**src/rtl/multicycle_pkg.sv**
```systemverilog
// Purpose : shared definitions for the multicycle ARM-style controller:
//           FSM state encoding, instruction-class codes, datapath mux
//           select codes and the ALU commands that never write back.
// Contents: ctrl_state_t, OP_*, SRCA_*, SRCB_*, RES_*, CMD_CMP/CMD_CMN,
//           is_compare().
package multicycle_pkg;

    // Encoding is visible on state_o, so the values are fixed.
    typedef enum logic [3:0] {
        FETCH  = 4'd0,
        DECODE = 4'd1,
        MEMADR = 4'd2,
        MEMRD  = 4'd3,
        MEMWB  = 4'd4,
        MEMWR  = 4'd5,
        EXECR  = 4'd6,
        EXECI  = 4'd7,
        ALUWB  = 4'd8,
        BRANCH = 4'd9
    } ctrl_state_t;

    // Instruction classes (op field); 2'b11 is undefined.
    localparam logic [1:0] OP_DP  = 2'b00;
    localparam logic [1:0] OP_MEM = 2'b01;
    localparam logic [1:0] OP_BR  = 2'b10;

    // ALU operand A select.
    localparam logic [1:0] SRCA_REG = 2'b00;
    localparam logic [1:0] SRCA_PC  = 2'b01;
    localparam logic [1:0] SRCA_ALU = 2'b10;

    // ALU operand B select.
    localparam logic [1:0] SRCB_REG  = 2'b00;
    localparam logic [1:0] SRCB_IMM  = 2'b01;
    localparam logic [1:0] SRCB_FOUR = 2'b10;

    // Result bus select.
    localparam logic [1:0] RES_ALUOUT = 2'b00;
    localparam logic [1:0] RES_MEM    = 2'b01;
    localparam logic [1:0] RES_ALU    = 2'b10;

    // Flag-only ALU commands.
    localparam logic [3:0] CMD_CMP = 4'd10;
    localparam logic [3:0] CMD_CMN = 4'd11;

    function automatic logic is_compare(input logic [3:0] cmd);
        return (cmd == CMD_CMP) || (cmd == CMD_CMN);
    endfunction

endpackage

```
**src/rtl/mem_wait_timer.sv**
```systemverilog
// Purpose : counts consecutive stalled cycles of one memory access and flags
//           the cycle on which the MEM_TIMEOUT-th stall occurs.
// Ports   : clk, rst    - clock, synchronous active-high reset
//           stall       - access in progress and mem_ready low this cycle
//           expired     - this stall cycle is the last one allowed
// Params  : MEM_TIMEOUT - stall cycles before abort; 0 disables the timeout.
module mem_wait_timer #(
    parameter int MEM_TIMEOUT = 15
) (
    input  logic clk,
    input  logic rst,
    input  logic stall,
    output logic expired
);

    generate
        if (MEM_TIMEOUT == 0) begin : g_off
            assign expired = 1'b0;
        end else begin : g_on
            localparam int CW = (MEM_TIMEOUT > 1) ? $clog2(MEM_TIMEOUT) : 1;

            // Stalls already completed in this access; the current cycle is
            // stall number count+1. Any non-stalled cycle (completion,
            // abort, or a state that is not waiting) clears it, so every
            // access starts counting from zero.
            logic [CW-1:0] count;

            assign expired = stall && (count == CW'(MEM_TIMEOUT - 1));

            // NOTE: state registers use non-blocking assignments so every
            // flop samples pre-edge values regardless of block ordering.
            always_ff @(posedge clk) begin
                if (rst)
                    count <= '0;
                else if (stall && !expired)
                    count <= count + CW'(1);
                else
                    count <= '0;
            end
        end
    endgenerate

endmodule

```
**src/rtl/multicycle_ctrl.sv**
```systemverilog
// Purpose : Moore-style control FSM for a multicycle ARM-like datapath
//           (fetch, decode, execute, memory, writeback) with a
//           variable-latency memory handshake and access timeout.
// Ports   : clk, rst (sync, active high); op, funct, cond_ex, mem_ready in;
//           mem_req, mem_we, ir_write, pc_write, reg_write strobes;
//           adr_src, alu_src_a, alu_src_b, result_src mux selects;
//           alu_op, flag_w_en to the ALU decoder; illegal, mem_err pulses;
//           state_o debug view of the state register.
// Option  : define MULTICYCLE_CTRL_INSTR_CNT_EN to add instr_count, a
//           CNT_W-bit count of instructions that ran to completion.
module multicycle_ctrl
    import multicycle_pkg::*;
#(
    parameter int MEM_TIMEOUT = 15,
    parameter int CNT_W       = 32
) (
    input  logic             clk,
    input  logic             rst,
    input  logic [1:0]       op,
    input  logic [5:0]       funct,
    input  logic             cond_ex,
    input  logic             mem_ready,
    output logic             mem_req,
    output logic             mem_we,
    output logic             ir_write,
    output logic             pc_write,
    output logic             reg_write,
    output logic             adr_src,
    output logic [1:0]       alu_src_a,
    output logic [1:0]       alu_src_b,
    output logic [1:0]       result_src,
    output logic             alu_op,
    output logic             flag_w_en,
    output logic             illegal,
    output logic             mem_err,
    output logic [3:0]       state_o
`ifdef MULTICYCLE_CTRL_INSTR_CNT_EN
    ,
    output logic [CNT_W-1:0] instr_count
`endif
);

    ctrl_state_t state, next_state;
    logic        wait_stall;
    logic        expired;

    // A conditional store that fails never touches memory, so it never
    // stalls either.
    assign wait_stall = !rst && !mem_ready &&
                        ((state == FETCH) || (state == MEMRD) ||
                         ((state == MEMWR) && cond_ex));

    mem_wait_timer #(
        .MEM_TIMEOUT(MEM_TIMEOUT)
    ) u_timer (
        .clk    (clk),
        .rst    (rst),
        .stall  (wait_stall),
        .expired(expired)
    );

    always_ff @(posedge clk) begin
        if (rst)
            state <= FETCH;
        else
            state <= next_state;
    end

    // NOTE: every signal driven here gets a default before the case so no
    // path leaves it unassigned, which would otherwise infer a latch.
    always_comb begin
        next_state = state;
        mem_req    = 1'b0;
        mem_we     = 1'b0;
        ir_write   = 1'b0;
        pc_write   = 1'b0;
        reg_write  = 1'b0;
        adr_src    = 1'b0;
        alu_src_a  = SRCA_REG;
        alu_src_b  = SRCB_REG;
        result_src = RES_ALUOUT;
        alu_op     = 1'b0;
        flag_w_en  = 1'b0;
        illegal    = 1'b0;
        mem_err    = 1'b0;

        case (state)
            FETCH: begin
                mem_req = 1'b1;
                if (mem_ready) begin
                    // PC+4 goes through the ALU while the IR loads.
                    ir_write   = 1'b1;
                    pc_write   = 1'b1;
                    alu_src_a  = SRCA_PC;
                    alu_src_b  = SRCB_FOUR;
                    result_src = RES_ALU;
                    next_state = DECODE;
                end else if (expired) begin
                    // PC untouched, so the retry re-fetches the same word.
                    mem_req = 1'b0;
                    mem_err = 1'b1;
                end
            end
            DECODE: begin
                alu_src_a = SRCA_PC;
                alu_src_b = SRCB_FOUR;
                case (op)
                    OP_MEM:  next_state = MEMADR;
                    OP_DP:   next_state = funct[5] ? EXECI : EXECR;
                    OP_BR:   next_state = BRANCH;
                    default: begin
                        illegal    = 1'b1;
                        next_state = FETCH;
                    end
                endcase
            end
            MEMADR: begin
                alu_src_a  = SRCA_REG;
                alu_src_b  = SRCB_IMM;
                next_state = funct[0] ? MEMRD : MEMWR;
            end
            MEMRD: begin
                mem_req = 1'b1;
                adr_src = 1'b1;
                if (mem_ready) begin
                    next_state = MEMWB;
                end else if (expired) begin
                    mem_req    = 1'b0;
                    mem_err    = 1'b1;
                    next_state = FETCH;
                end
            end
            MEMWB: begin
                result_src = RES_MEM;
                reg_write  = cond_ex;
                next_state = FETCH;
            end
            MEMWR: begin
                adr_src = 1'b1;
                if (!cond_ex) begin
                    next_state = FETCH;
                end else begin
                    mem_req = 1'b1;
                    mem_we  = 1'b1;
                    if (mem_ready) begin
                        next_state = FETCH;
                    end else if (expired) begin
                        mem_req    = 1'b0;
                        mem_we     = 1'b0;
                        mem_err    = 1'b1;
                        next_state = FETCH;
                    end
                end
            end
            EXECR, EXECI: begin
                alu_op     = 1'b1;
                alu_src_a  = SRCA_REG;
                alu_src_b  = (state == EXECI) ? SRCB_IMM : SRCB_REG;
                flag_w_en  = cond_ex;
                next_state = ALUWB;
            end
            ALUWB: begin
                result_src = RES_ALUOUT;
                alu_op     = 1'b1;
                reg_write  = cond_ex && !is_compare(funct[4:1]);
                next_state = FETCH;
            end
            BRANCH: begin
                alu_src_a  = SRCA_ALU;
                alu_src_b  = SRCB_IMM;
                result_src = RES_ALU;
                pc_write   = cond_ex;
                next_state = FETCH;
            end
            default: next_state = FETCH;
        endcase

        // Outputs are quiet during reset even though the state register
        // only clears on the edge.
        state_o = state;
        if (rst) begin
            mem_req    = 1'b0;
            mem_we     = 1'b0;
            ir_write   = 1'b0;
            pc_write   = 1'b0;
            reg_write  = 1'b0;
            adr_src    = 1'b0;
            alu_src_a  = 2'b00;
            alu_src_b  = 2'b00;
            result_src = 2'b00;
            alu_op     = 1'b0;
            flag_w_en  = 1'b0;
            illegal    = 1'b0;
            mem_err    = 1'b0;
            state_o    = 4'd0;
        end
    end

`ifdef MULTICYCLE_CTRL_INSTR_CNT_EN
    // Counts instructions reaching their final state, whether or not the
    // condition passed; illegal and timeout aborts are excluded.
    logic retire;

    assign retire = (next_state == FETCH) &&
                    ((state == MEMWB) || (state == ALUWB) || (state == BRANCH) ||
                     ((state == MEMWR) && !mem_err));

    always_ff @(posedge clk) begin
        if (rst)
            instr_count <= '0;
        else if (retire)
            instr_count <= instr_count + CNT_W'(1);
    end
`endif

endmodule
```
**config.mk**
```make
export PLATFORM = sky130hd
export DESIGN_NAME = multicycle_ctrl
export DESIGN_NICKNAME = d
export VERILOG_FILES = /design/src/rtl/multicycle_pkg.sv /design/src/rtl/mem_wait_timer.sv /design/src/rtl/multicycle_ctrl.sv
export SDC_FILE = /design/constraint.sdc
export NUM_CORES = 1
export LEC_CHECK = 0
export ABC_AREA = 1
export CAP_MARGIN = 20
export CORE_MARGIN = 2
export CORE_UTILIZATION = 43
export CTS_CLUSTER_SIZE = 40
export DETAILED_ROUTE_END_ITERATION = 12
export PLACE_DENSITY_LB_ADDON = 0.25
export SYNTH_ARGS = -nofsm -noshare
export SYNTH_HDL_FRONTEND = slang
export SYNTH_HIERARCHICAL = 1
export SYNTH_SLANG_ARGS = --single-unit
```
**constraint.sdc**
```tcl
create_clock -name clk -period 3.15 [get_ports clk]
set_input_delay 0.63 -clock clk [delete_from_list [all_inputs] [get_ports clk]]
set_output_delay 0.63 -clock clk [all_outputs]
set_load 0.1 [all_outputs]
```
# Word level (Yosys, flattened, before mapping)
# Cells that the tools add are included.
# classes
mux,47
reduce_logical,22
add_sub_neg,1
n_eq_ne,15
n_bitwise,1
# op_table
operator,count
$mux 1,27
$mux 4,6
$pmux 4 s6,1
$eq 4x4->1 const B,5
$eq 4x3->1 const B,4
$pmux 2 s3,2
$pmux 4 s3,1
$reduce_or 2->1,5
$eq 4x2->1 const B,2
$mux 2,4
$pmux 1 s2,4
$pmux 2 s4,1
$logic_and 1x1->1,6
$reduce_or 3->1,2
$add 4x1->4 const B,1
$eq 4x1->1 const B,1
$logic_not 1->1,4
$logic_not 4->1,1
$logic_or 1x1->1,3
$mux 3,1
$eq 2x1->1 const B,1
$eq 2x2->1 const B,1
$logic_not 2->1,1
$ne 2x2->1 const B,1
$not 1->1,1
# word_totals
in_bits,12
register_bits,8
elab_cells,88
output_inout_bits,20

# Logic depth before layout (Yosys ltp)
# logic_depth
word_depth,10
ltp_mapped,16
depth_no_buf,15

# Modules after synthesis
# Netlist, hierarchy kept.
# modules_own_cells
module,area_each_um2,instances,seq_area_each_um2,cells_each
multicycle_ctrl,486.7,1,80.1,96
mem_wait_timer,186.4,1,80.1,21

# Least setup slack after synthesis
# No wires, ideal clock.
# synth_timing
kind,input-to-output
from,input port rst
to,output port illegal
n_path_buf,1
arrival_ns,3.656
slack_ns,-1.136
cell_stages,2
t_required_ns,2.520
cell_sequence,clkbuf_1 > nor4_1
# synth_between
elab_chain_len,1
# synth_lines
item,line,source
from (decl),multicycle_ctrl.sv:18,"input logic rst,"
$mux 1,multicycle_ctrl.sv:181,if (rst) begin
to (decl),multicycle_ctrl.sv:34,"output logic illegal,"
# Every way passes these cells.

# Worst setup path in the final report
# layout_timing
from,input port cond_ex
to,output port mem_we
# layout_between
elab_chain_len,9
# layout_lines
item,line,source
from (decl),multicycle_ctrl.sv:21,"input logic cond_ex,"
$logic_and 1x1->1,multicycle_ctrl.sv:51,((state == MEMWR) && cond_ex));
$logic_or 1x1->1,multicycle_ctrl.sv:50,((state == FETCH) || (state == MEMRD) ||
$logic_and 1x1->1,multicycle_ctrl.sv:49,assign wait_stall = !rst && !mem_ready &&
net wait_stall,multicycle_ctrl.sv:44,logic wait_stall;
$logic_and 1x1->1,mem_wait_timer.sv:28,assign expired = stall && (count == CW'(MEM_TIMEOUT - 1));
net expired,multicycle_ctrl.sv:45,logic expired;
$mux 1,multicycle_ctrl.sv:147,end else if (expired) begin
$mux 1,multicycle_ctrl.sv:145,if (mem_ready) begin
$mux 1,multicycle_ctrl.sv:140,if (!cond_ex) begin
$mux 1,multicycle_ctrl.sv:87,case (state)
$mux 1,multicycle_ctrl.sv:181,
to (decl),multicycle_ctrl.sv:24,"output logic mem_we,"
# The timed path passes the listed nets, and every way through them passes these cells.

==> impl_results.rst <==
.. list-table::
   :header-rows: 1

   * - Metric
     - Value
   * - Outcome
     - finished clean
   * - Number of nets in the layout
     - 167
   * - Leading cell types in the layout, fill and taps excluded
     - nor2_1, nand2_1, buf_12, inv_1, clkdlybuf4s50_1
   * - Drt first pass iters
     - 4
   * - Mean instance size in the synthesized netlist
     - 5.753 µm²
   * - Footprint of the multi-input gates
     - 452.9 µm²
   * - Maximum number of pins on one net before global-route repair
     - 18
   * - Gate power share
     - 62.8%
   * - Number of gates resized after CTS
     - 0
   * - Average vias per placed instance
     - 5.395
   * - Clock buffer depth
     - 2
   * - Cell at the root of the clock tree
     - clkbuf_4
   * - Initial antenna violation count
     - 0
   * - Number of sinks on the clock net
     - 8
   * - Clock tree from TritonCTS
     - done
   * - Starting DRC count in detailed routing
     - 56
   * - Worst Clk Skew
     - 0.001513 ns
   * - Vias in the first global route
     - 873
   * - Most frequent standard cell in the layout excluding fill and tap cells
     - nor2_1
   * - Total chip power
     - 0.5239 mW
   * - Die X-Extent
     - 43.57 µm
   * - Slew Viols, Final
     - 0
   * - Number of hold-slack violations in the final timing report
     - 0
   * - Register area share after synthesis
     - 23.79%
   * - Number of maximum-capacitance constraint violations
     - 0
   * - Sw Share
     - 51.02%
   * - Layout Cells excl Fill
     - 167
   * - Summed area of non-filler cells in the final layout
     - 1250 µm²
   * - Hold WS
     - 0.4911 ns
   * - Area after DPL
     - 1227 µm²
   * - Minimum setup slack after placement
     - 0.2053 ns
   * - Peak per-stage delay on the critical path
     - 0.42 ns
   * - Share of cells above drive strength 1
     - 24.50%
   * - Area delta synth->final
     - 85.69%
   * - Internal Pwr Total
     - 0.2566 mW
   * - Register Area
     - 160.2 µm²
   * - Worst Path Arrival
     - 2.33 ns
   * - Relative contribution of the clock network to total power
     - 14.7%
   * - Cells after synthesis
     - 117
   * - Ports
     - 32
   * - Cell repeated most along the worst path
     - nor2_1
   * - Fin worst setup slack
     - 0.1879 ns
   * - Mean routed wirelength per cell
     - 12.54 µm
   * - VDD IR max
     - 0.3253 mV
   * - Static Leakage
     - 0.5313 nW
   * - Drt total wl
     - 2095 µm
   * - IO buf count
     - 30
   * - Post-synthesis cell area
     - 673.1 µm²
   * - FF+latch count, synth
     - 8
   * - Inserted Diodes
     - 0
   * - Clk Latency, worst-skew pair
     - 0.25 ns
   * - Worst Path Max Fanout
     - 3
   * - RD Place Congestion
     - 0.8291
   * - Seq pwr share
     - 22.5%
   * - Slowest cell on the critical path
     - clkdlybuf4s50_1
   * - Die outline height
     - 43.57 µm
   * - Syn. warnings
     - 6
   * - Number of design rule violations left after detail routing
     - 0
   * - Setup-failing EPs final
     - 0
   * - Endpoint required time on the critical path
     - 2.52 ns
   * - Chain of cells forming the critical path
     - clkdlybuf4s50_1, nand3_1, nand2_1, nor2_1, nor2_1, inv_1, nor2_1, inv_1, o21ai_0, nor2_2, buf_12
   * - Wire length of the first global-routing pass
     - 3360 µm
   * - Total power density per cell area
     - 419.1 nW/µm²
   * - Hpwl dp
     - 1694 µm
   * - Antenna-violating nets left
     - 0
   * - Time the final worst path needs with I/O delays and setup
     - 2.962 ns
   * - Fill cells
     - 85
   * - Setup Crit Path Kind
     - in2out
   * - Quantity of hold-fixing buffers added after cts
     - 0
   * - Min-Delay Path Class
     - reg2reg
   * - Switching pwr
     - 0.2673 mW
   * - Worst setup EP type
     - output port
   * - # H-tree levels
     - 1
   * - Via count
     - 901
   * - Kind of launch point of the worst setup path
     - input port
   * - Count of placed standard cells including taps
     - 164
   * - Slew at the pin closest to its max-slew limit
     - 0.4049 ns
   * - Cts bufs inserted
     - 3
   * - Maximum clock rate
     - 0.3376 GHz
   * - Congestion Overflow GR
     - 0
   * - Total setup buffers inserted after CTS
     - 0
   * - Clock transition at path regs
     - 0.05 ns
   * - Net count after synthesis
     - 131
   * - Placement Rows
     - 14
   * - Slew margin rel.
     - 72.91%
   * - Unrepaired setup endpoints after global routing
     - false
   * - Global router's overall resource usage
     - 23.29%
   * - Fraction of the cycle the final worst path needs
     - 94.04%
   * - Initial Util
     - 45.21%
   * - Number of distinct standard cells referenced by the synthesized netlist
     - 20
   * - Die ar.
     - 1898 µm²
   * - Area of the placeable core
     - 1489 µm²
## flip-flops by register name, summed over array words and instances (netlist names)
signal	count
state	4
u_timer/g_on.count	4
## per-stage QoR
| step | TNS, ns | util [%] |
|---|---|---|
| 2_1_floorplan | -1.596 | - |
| 3_3_place_gp | 0 | 82.44 |
| 3_5_place_dp | 0 | 82.44 |
| 4_1_cts | 0 | 83.95 |
| 5_1_grt | 0 | 83.95 |
| 6_report | 0 | 83.95 |
## cell families (layout without fill, tap and decap cells)
group | Yosys count | count (layout) | share of synthesized area, %
simple gates | 68 | 68 | 44.80
fa+ha+maj | 2 | 2 | 3.717
flops | 8 | 8 | 23.79
compound gates | 18 | 18 | 14.13
xor+xnor | 1 | 1 | 1.301
buf+inv | 20 | 54 | 12.27
## area by class of cell
type	count	area share, %
Clock buffer	3	1.802
Tap cell	16	1.602
Sequential cell	8	12.81
Timing Repair Buffer	34	42.44
Multi-Input combinational cell	89	36.24
Inverter	17	5.105
## per-layer routing
metal / wire (µm) / up-vias / GRT usage [%]
li1: - / 447 / -
met1: 795 / 397 / 22.70
met2: 1163 / 55 / 45.88
met3: 124 / 2 / 3.750
met4: 11 / 0 / 11.52
met5: 0 / - / 0
## power by group through the flow
| stage | logic, mW | registers (mW) | clock network, mW |
|---|---|---|---|
| detailed placement | 0.327 | 0.119 | 0 |
| finish | 0.329 | 0.118 | 0.0769 |
| floorplan | 0.215 | 0.115 | 0 |
| CTS | 0.329 | 0.117 | 0.0805 |
| global placement | 0.323 | 0.119 | 0 |
| global route | 0.342 | 0.119 | 0.0878 |
## final timing paths
kind / slack [ns] / startpoint / depth (start not counted) / end
max: 0.19 / cond_ex / 11 / mem_we
min: 0.49 / u_timer/g_on.count[0] / 1 / u_timer/g_on.count[0]
max reg2reg: 1.04 / state[0] / 16 / state[1]
min reg2reg: 0.49 / u_timer/g_on.count[0] / 1 / u_timer/g_on.count[0]
## cell usage after synthesis (all sizes together)
cell | n | area (µm²)
nor2 | 31 | 128.9
nand2 | 22 | 85.09
inv | 17 | 63.81
a21oi | 10 | 53.80
dfxtp | 8 | 160.2
nand3 | 7 | 40.04
o21ai | 7 | 35.03
nand4 | 5 | 31.28
clkbuf | 2 | 7.510
ha | 2 | 25.02
nor3 | 2 | 10.01
a31oi | 1 | 6.260
buf | 1 | 11.26
nor4 | 1 | 6.260
xnor2 | 1 | 8.760
## critical path, delay by kind of cell
kind,cells,cell delay [ns]
and+or+nand+nor,6,0.79
buffers and inverters,4,0.77
AOI/OAI and AO/OA,1,0.13
(Power assumes the default switching activity.)
